[src/rtl/inst_loader.sv]
// inst_loader: write-side loader for the instruction memory.
//
// Accepts a framed byte stream over a valid/ready handshake:
//   CNT_LO, CNT_HI (16-bit little-endian word count N), 4*N data bytes, 1 checksum byte.
// Data bytes are packed little-endian into 32-bit instructions and written to the
// instruction memory one word at a time. The checksum is the XOR of all data bytes.
// The core is held in reset (cpu_rst_n=0) until a complete, verified image is loaded.
//
// Ports:
//   clk        system clock, rising edge
//   rst_n      asynchronous active-low reset
//   clr        synchronous restart to the header state (wins over a same-cycle byte)
//   s_data     stream byte
//   s_valid    byte valid
//   s_ready    loader can accept a byte (registered, never depends on s_valid)
//   wr_en      one-cycle instruction-memory write strobe
//   wr_addr    word index of the write
//   wr_data    instruction word
//   done       image loaded and checksum matched (sticky until clr/rst_n)
//   error      length overflow or checksum mismatch (sticky until clr/rst_n)
//   cpu_rst_n  core reset release, equals done
module inst_loader #(
  parameter int unsigned SIZE      = 1024,
  parameter int unsigned INST_SIZE = 32,
  parameter int unsigned AW        = $clog2(SIZE)
) (
  input  logic                 clk,
  input  logic                 rst_n,
  input  logic                 clr,
  input  logic [7:0]           s_data,
  input  logic                 s_valid,
  output logic                 s_ready,
  output logic                 wr_en,
  output logic [AW-1:0]        wr_addr,
  output logic [INST_SIZE-1:0] wr_data,
  output logic                 done,
  output logic                 error,
  output logic                 cpu_rst_n
);

  typedef enum logic [2:0] {
    StCntLo,
    StCntHi,
    StData,
    StCsum,
    StDone,
    StErr
  } state_e;

  state_e               state_q;
  logic [15:0]          cnt_q;      // word count N from the header
  logic [AW:0]          word_q;     // words written so far; one extra bit so N == SIZE fits
  logic [1:0]           byte_q;     // byte position inside the current word
  logic [23:0]          shift_q;    // first three bytes of the current word
  logic [7:0]           xor_q;      // running checksum over data bytes
  logic                 s_ready_q;
  logic                 wr_en_q;
  logic [AW-1:0]        wr_addr_q;
  logic [INST_SIZE-1:0] wr_data_q;
  logic                 done_q;
  logic                 error_q;

  logic        accept;
  logic [15:0] cnt_full;
  logic [AW:0] word_nxt;

  assign accept   = s_valid && s_ready_q;
  assign cnt_full = {s_data, cnt_q[7:0]};
  assign word_nxt = word_q + 1'b1;

  always_ff @(posedge clk or negedge rst_n) begin
    if (!rst_n) begin
      state_q   <= StCntLo;
      cnt_q     <= '0;
      word_q    <= '0;
      byte_q    <= '0;
      shift_q   <= '0;
      xor_q     <= '0;
      s_ready_q <= 1'b0;
      wr_en_q   <= 1'b0;
      wr_addr_q <= '0;
      wr_data_q <= '0;
      done_q    <= 1'b0;
      error_q   <= 1'b0;
    end else if (clr) begin
      // Partial word and counters are discarded; memory contents and the last
      // write address/data are left untouched.
      state_q   <= StCntLo;
      cnt_q     <= '0;
      word_q    <= '0;
      byte_q    <= '0;
      shift_q   <= '0;
      xor_q     <= '0;
      s_ready_q <= 1'b1;
      wr_en_q   <= 1'b0;
      done_q    <= 1'b0;
      error_q   <= 1'b0;
    end else begin
      wr_en_q   <= 1'b0;
      // Ready follows the state; transitions into the terminal states override below.
      s_ready_q <= (state_q != StDone) && (state_q != StErr);
      if (accept) begin
        unique case (state_q)
          StCntLo: begin
            cnt_q[7:0] <= s_data;
            state_q    <= StCntHi;
          end
          StCntHi: begin
            cnt_q[15:8] <= s_data;
            if (32'(cnt_full) > SIZE) begin
              state_q   <= StErr;
              error_q   <= 1'b1;
              s_ready_q <= 1'b0;
            end else if (cnt_full == 16'd0) begin
              state_q <= StCsum;
            end else begin
              state_q <= StData;
            end
          end
          StData: begin
            xor_q   <= xor_q ^ s_data;
            shift_q <= {s_data, shift_q[23:8]};
            byte_q  <= byte_q + 2'd1;
            if (byte_q == 2'd3) begin
              wr_en_q   <= 1'b1;
              wr_addr_q <= word_q[AW-1:0];
              wr_data_q <= INST_SIZE'({s_data, shift_q});
              word_q    <= word_nxt;
              if (32'(word_nxt) == 32'(cnt_q)) begin
                state_q <= StCsum;
              end
            end
          end
          StCsum: begin
            s_ready_q <= 1'b0;
            if (s_data == xor_q) begin
              state_q <= StDone;
              done_q  <= 1'b1;
            end else begin
              state_q <= StErr;
              error_q <= 1'b1;
            end
          end
          default: begin
            // StDone / StErr never accept (s_ready is low).
          end
        endcase
      end
    end
  end

  assign s_ready   = s_ready_q;
  assign wr_en     = wr_en_q;
  assign wr_addr   = wr_addr_q;
  assign wr_data   = wr_data_q;
  assign done      = done_q;
  assign error     = error_q;
  assign cpu_rst_n = done_q;

endmodule

[config.mk]
export PLATFORM = sky130hd
export DESIGN_NAME = inst_loader
export DESIGN_NICKNAME = d
export VERILOG_FILES = /design/src/rtl/inst_loader.sv
export SDC_FILE = /design/constraint.sdc
export NUM_CORES = 1
export LEC_CHECK = 0
export ABC_AREA = 1
export ABC_CLOCK_PERIOD_IN_PS = 1800
export BUFFER_PORTS_ARGS = -buffer_cell sky130_fd_sc_hd__clkbuf_2
export CORE_MARGIN = 2
export CORE_UTILIZATION = 40
export CTS_BUF_LIST = sky130_fd_sc_hd__clkbuf_16
export CTS_CLUSTER_DIAMETER = 30
export DETAILED_ROUTE_END_ITERATION = 10
export PLACE_DENSITY = 0.59
export SETUP_SLACK_MARGIN = 0.02
export SLEW_MARGIN = 20
export SYNTH_ARGS = -nofsm -noshare
export SYNTH_HDL_FRONTEND = slang
export SYNTH_SLANG_ARGS = --single-unit
[constraint.sdc]
create_clock -name clk -period 1.8 [get_ports clk]
set_clock_uncertainty 0.05 [all_clocks]
set_input_delay 0.09 -clock clk [delete_from_list [all_inputs] [get_ports clk]]
set_output_delay 0.09 -clock clk [all_outputs]
set_load 0.05 [all_outputs]
==> results of run 1 <==
sequential cells by signal (all words and copies together), names as in the netlist:
| signal | cells |
|---|---|
| s_ready | 1 |
| wr_addr | 10 |
| shift_q | 24 |
| word_q | 11 |
| xor_q | 8 |
| byte_q | 2 |
| wr_en | 1 |
| wr_data | 32 |
| cpu_rst_n | 1 |
| error | 1 |
| state_q | 3 |
| cnt_q | 16 |
where the power goes:
| part | total (mW) | leakage, nW | internal (mW) | switching, mW |
|---|---|---|---|---|
| combinational | 0.807 | 1.50 | 0.256 | 0.551 |
| clock | 1.87 | 0.125 | 0.942 | 0.929 |
| sequential | 2.65 | 1.47 | 2.58 | 0.0700 |
per-stage QoR:
step	power (mW)	area, sq um	setup WS [ns]	utilization	instances
3_3_place_gp	3.43	5780	-0.142	0.479	829
2_1_floorplan	3.16	5000	-0.0673	-	580
3_5_place_dp	3.45	5780	-0.245	0.479	829
5_1_grt	5.58	6490	-0.275	0.538	872
4_1_cts	5.33	6150	-0.0673	0.510	850
6_report	5.33	6490	-0.120	0.538	872
metal layers:
layer  global-route usage  up-vias  share of wire
met1                0.270     1975           0.47
met4               0.0522        0          0.013
met3               0.0490       14          0.056
met2                0.294      101           0.46
li1                     -     2108              -
met5                    0        -              0
cell type report:
cell class                 instances  area share
timing repair inverter             1    0.000963
tap                              168      0.0324
timing repair buffer             127       0.155
clock buffer                       9      0.0347
inverter                          74      0.0447
clock inverter                     7     0.00771
multi-input combinational        376       0.300
sequential                       110       0.424
worst paths after layout:
kind / startpoint / to / slack [ns] / cells past startpoint
min in group asynchronous: rst_n / wr_data[29] / 0.20 / 2
setup reg to reg: word_q[0] / state_q[1] / -0.12 / 13
hold reg to reg: wr_addr[8] / wr_addr[8] / 0.44 / 2
hold / removal: s_data[0] / wr_data[24] / 0.001 / 3
max in group asynchronous: rst_n / wr_addr[8] / 0.90 / 3
setup / recovery: word_q[0] / state_q[1] / -0.12 / 13
worst register-to-register path: stages (launching register included):
cell,delay (ns)
dfrtp_1,0.42
buf_6,0.14
inv_4,0.04
nor2_4,0.07
buf_6,0.11
nand3b_1,0.12
xor2_1,0.23
nor2_1,0.09
nor2_1,0.10
nand3_1,0.11
nand2_2,0.13
nand2_2,0.06
nand2_1,0.08
nand2_1,0.05
layout by cell type (no fill, tap or decap), types with 3 or more instances in the layout:
| cell type | n |
|---|---|
| o21ai_0 | 46 |
| buf_4 | 46 |
| buf_6 | 11 |
| xor2_1 | 5 |
| dfrtp_1 | 108 |
| clkbuf_2 | 57 |
| o21ai_1 | 37 |
| nor3_1 | 3 |
| nor2_1 | 37 |
| buf_12 | 6 |
| nor2_2 | 6 |
| a211oi_1 | 3 |
| nand3_1 | 46 |
| xnor2_1 | 4 |
| nand4_1 | 5 |
| inv_1 | 63 |
| nand2_1 | 138 |
| nor2_4 | 4 |
| nand2_2 | 10 |
| clkbuf_16 | 13 |
| clkinvlp_4 | 3 |
| inv_2 | 8 |
| inv_4 | 3 |
| mux2_2 | 4 |
| o22ai_2 | 8 |
cell families after synthesis:
kind of cell / share of synthesized area
adders and majority gates: 0.00504
AOI/OAI and AO/OA: 0.118
muxes: 0.00908
buffers and inverters: 0.0764
and+or+nand+nor: 0.221
DFF: 0.555
xor gates and xnor gates: 0.0159
timing repair:
item | 4_1_cts | 5_1_grt
hold buffers | 2 | 0
setup buffers | 3 | 13
resized for setup | 15 | 33
gates cloned | 0 | 9
setup endpoints to repair | 7 | 82
pin swaps | 4 | 12
hold endpoints to repair | 33 | 0
==> flow_summary_export.csv, run 1 <==
group,metric,value,unit
sta,holdWs,0.00141,ns
synthesis,yosysSeqAreaShare,0.555,
global_route,grt_max_degree,47,
clock_network,root_buffer,"clkbuf_16",
clock_network,worstSkewPairLatency,0.36,ns
sta,grt_setup_unrepaired,"true",
sta,worst_pin_slew,0.556,ns
synthesis,synth_top_area_frac,0.555,
synthesis,synth_warnings,0,
route,drc,0,
sta,hold_violations,0,
sta,relSlewSlack,0.626,
setup_path,path_delay_family,"simple AND/OR/NAND/NOR gates",
synthesis,synth_nets,594,
setup_path,critPathMaxFanout,4,
sta,fin_crit,1.92,ns
setup_path,startpoint_type,"flop",
layout,n_fill_cell,1106,
setup_path,cp_slowest_cell,"dfrtp_1",
setup_path,crit_buf_inv,3,
outcome,violations,"setup timing",
synthesis,async_flop_share,1.00,
placement,routabilityCongestion,0.846,
placement,hpwl,8490,microns
layout,syn2layout_area_growth,30.9,%
synthesis,yosysMostFrequentCell,"nand2_1",
layout,final-seq-area,0.00276,sq mm
global_route,grt_overflow,0,
sta,tns,-0.245,ns
layout,layout-drive-gt1-share,0.277,
floorplanning,core_area,0.0121,sq mm
sta,setup_viol,3,
power,vdd_drop_max,0.000686,V
route,final_antenna_net_count,0,
global_route,grt.total_usage,0.191,
route,wl_per_cell,14.4,microns
sta,fin_ws,-0.120,ns
synthesis,synth_cells,580,
synthesis,syn_area,0.00496,sq mm
power,leakagePower,3.10,nW
floorplanning,io_pins,59,
synthesis,synth_cell_types,33,
sta,drv_slew,0,
synthesis,synth_area_leaders,"dfrtp_1 (55%), nand2_1 (11%), inv_1 (5.2%)",
clock_network,cts_tree,"done",
setup_path,worstPathRequired,2.00,ns
floorplanning,initial_core_util,0.411,
setup_path,end_kind,"flop",
synthesis,ys_ff_latch,110,
placement,numPortBuffers,58,
clock_network,cts_made_buffers,9,
power,powerDensity,820,mW/mm^2
setup_path,critical_path.cell_chain,"buf_6 > inv_4 > nor2_4 > buf_6 > nand3b_1 > xor2_1 > nor2_1 > nor2_1 > nand3_1 > nand2_2 > nand2_2 > nand2_1 > nand2_1",
global_route,antenna_found_initial,0,
synthesis,yosysTopAreaCell,"dfrtp_1",
global_route,grt_pass1_wl,19700,microns
clock_network,clock_sinks,110,
floorplanning,chipWidth,115,microns
synthesis,synth_ff_type,"dfrtp_1",
route,num_vias,4198,
job,cap_violations,0,
floorplanning,std_cell_rows,40,
setup_path,path_class,"flop to flop",
route,vias_per_cell,4.81,
layout,num_antenna_cells,0,
floorplanning,fp.dieH,115,microns
setup_path,arrival,2.12,ns
global_route,grt_pass1_vias,3997,
floorplanning,dieArea,0.0133,sq mm
setup_path,crit_path_max_incr_delay,0.42,ns
clock_network,htreeDepth,3,
clock_network,cts_max_path_buffers,2,
synthesis,synth-edff-count,0,
layout,multi_input_area,0.00195,sq mm
layout,layout.nets,713,
clock_network,clk_pin_slew,0.08,ns
outcome,status,"complete, but fails checks",
hold_path,hold_class,"primary input to flop",
route,wl,12600,microns
sta,max_freq,0.521,GHz
route,dr.pass1.iters,4,
route,drt_iter0_drc,241,
synthesis,synth_common_cells,"nand2_1 (149), dfrtp_1 (110), inv_1 (69)",
sta,post-route-period-util,1.07,
synthesis,avgSynthCellArea,8.56,sq um
No activity file was read; power rests on OpenSTA's default activity.
==> run 2, diff against run 1 <==
- GPL_TIMING_DRIVEN: default -> 0
==> flow_summary_export.csv, run 2 (synthesis results as in run 1) <==
group,metric,value,unit
layout,syn2layout_area_growth,33.3,%
floorplanning,core_area,0.0121,sq mm
setup_path,end_kind,"flop",
sta,grt_setup_unrepaired,"true",
layout,layout_commonest_cell,"nand2_1",
power,totalPowerFinal,5.47,mW
setup_path,arrival,2.19,ns
setup_path,path_class,"flop to flop",
clock_network,clock_sinks,110,
sta,relSlewSlack,0.626,
power,p_int,3.91,mW
job,cap_violations,0,
clock_network,clk_pin_slew,0.07,ns
power,leakagePower,3.11,nW
power,powerDensity,827,mW/mm^2
setup_path,critical_path.cell_chain,"inv_2 > nor2_4 > inv_2 > nor2_2 > inv_2 > nor2_8 > clkinv_4 > nor3_4 > clkinvlp_4 > buf_12 > clkbuf_16 > nand2_2 > o21ai_2",
clock_network,cts_tree,"done",
global_route,grt_pass1_vias,4032,
clock_network,cts_made_buffers,9,
placement,routabilityCongestion,0.819,
outcome,violations,"setup timing",
global_route,antenna_found_initial,0,
clock_network,root_buffer,"clkbuf_16",
setup_path,critPathMaxFanout,7,
sta,holdWs,0.0144,ns
clock_network,htreeDepth,3,
floorplanning,chipWidth,115,microns
floorplanning,fp.dieH,115,microns
placement,numPortBuffers,57,
power,power_frac_seq,0.486,
outcome,status,"complete, but fails checks",
sta,fin_ws,-0.193,ns
layout,num_antenna_cells,0,
layout,largest_register_ffs,32,
layout,fin_area,0.00661,sq mm
sta,setup_viol,53,
route,wl,12900,microns
global_route,grt.total_usage,0.201,
setup_path,cp_common_cell,"inv_2",
global_route,grt_overflow,0,
sta,post-route-period-util,1.11,
sta,worst_pin_slew,0.557,ns
route,dr.pass1.iters,5,
global_route,grt_pass1_wl,20600,microns
power,p_clk_frac,0.363,
layout,layout.nets,697,
sta,fin_crit,1.99,ns
clock_network,worstSkewPairLatency,0.36,ns
setup_path,startpoint_type,"flop",
setup_path,crit_path_max_incr_delay,0.38,ns
route,drt_iter0_drc,232,
route,final_antenna_net_count,0,
sta,hold_violations,0,
route,drc,0,
power,p_switching,1.56,mW
layout,mostFrequentLayoutCells,"nand2_1 (118), dfrtp_1 (107), inv_1 (68)",
placement,hpwl,8680,microns
route,vias_per_cell,4.99,
floorplanning,dieArea,0.0133,sq mm
sta,max_freq,0.502,GHz
hold_path,hold_class,"primary input to flop",
power,p_sw_frac,0.285,
floorplanning,std_cell_rows,40,
placement,dpl_cell_area,0.00553,sq mm
power,pwr-share-comb,0.151,
route,num_vias,4268,
setup_path,worstPathRequired,2.00,ns
setup_path,cp_slowest_cell,"dfrtp_2",
floorplanning,io_pins,59,
layout,layout-drive-gt1-share,0.323,
global_route,grt_max_degree,91,
power,vdd_drop_max,0.000472,V
floorplanning,initial_core_util,0.411,
route,wl_per_cell,15.1,microns
sta,drv_slew,0,
clock_network,cts_max_path_buffers,2,
run 2: final timing paths:
path / start / end / slack, ns / cells after the start
worst max register to register: state_q[1] / wr_data[19] / -0.19 / 13
max in group asynchronous: rst_n / word_q[0] / 0.87 / 3
min in group asynchronous: rst_n / wr_data[27] / 0.11 / 2
worst max-delay path: state_q[1] / wr_data[19] / -0.19 / 13
worst min-delay path: s_data[1] / wr_data[25] / 0.01 / 3
worst min register to register: wr_data[17] / wr_data[17] / 0.44 / 2
run 2: power groups by stage:
stage	Clock [mW]	Sequential, mW	Combinational, mW
final	1.98	2.66	0.824
after floorplan	0	2.87	0.286
after detailed placement	0	2.70	0.696
after CTS	2.04	2.65	0.732
after global routing	2.13	2.67	0.903
after global placement	0	2.70	0.682
run 2: area by class of cell:
class                           instances  area [sq um]
Buffer                                 20           183
Clock buffer                            9           225
Clock inverter                          7          67.6
Fill cell                            1130          5450
Inverter                               74           293
Multi-Input combinational cell        376          2180
Sequential cell                       110          2760
Tap cell                              168           210
Timing Repair Buffer                   91           689
Timing Repair inverter                  1          7.51
run 2: timing repair:
item | in CTS | in global routing
pin swaps | 4 | 11
setup endpoints to repair | 84 | 94
endpoints found under the hold margin | 111 | 0
setup buffers | 13 | 12
hold buffers | 2 | 0
cloned | 4 | 4
resized for setup | 60 | 90
run 2: layer usage:
metal  wire length [microns]  share of wire  GRT usage  up-vias
li1                        -              -          -     2075
met4                     258          0.020     0.0876        0
met2                    5970           0.46      0.299       91
met5                       0              0          0        -
met1                    6220           0.48      0.292     2084
met3                     444          0.034     0.0322       18
run 2: per-stage QoR:
step,worst slack (ns),util,setup TNS [ns],cells
final,-0.193,0.548,-6.40,856
after global routing,-0.295,0.548,-12.58,856
after CTS,-0.140,0.511,-4.99,841
after detailed placement,-0.587,0.459,-28.79,806
after global placement,-1.17,0.456,-131.73,805
after floorplan,-0.0673,-,-0.201,580
run 2: critical path: cells and delay by family (launching register included):
kind	cells	cell delay [ns]
AND/OR/NAND/NOR	5	0.66
flip-flops	1	0.38
buffers and inverters	7	0.75
AO/OA/AOI/OAI	1	0.04
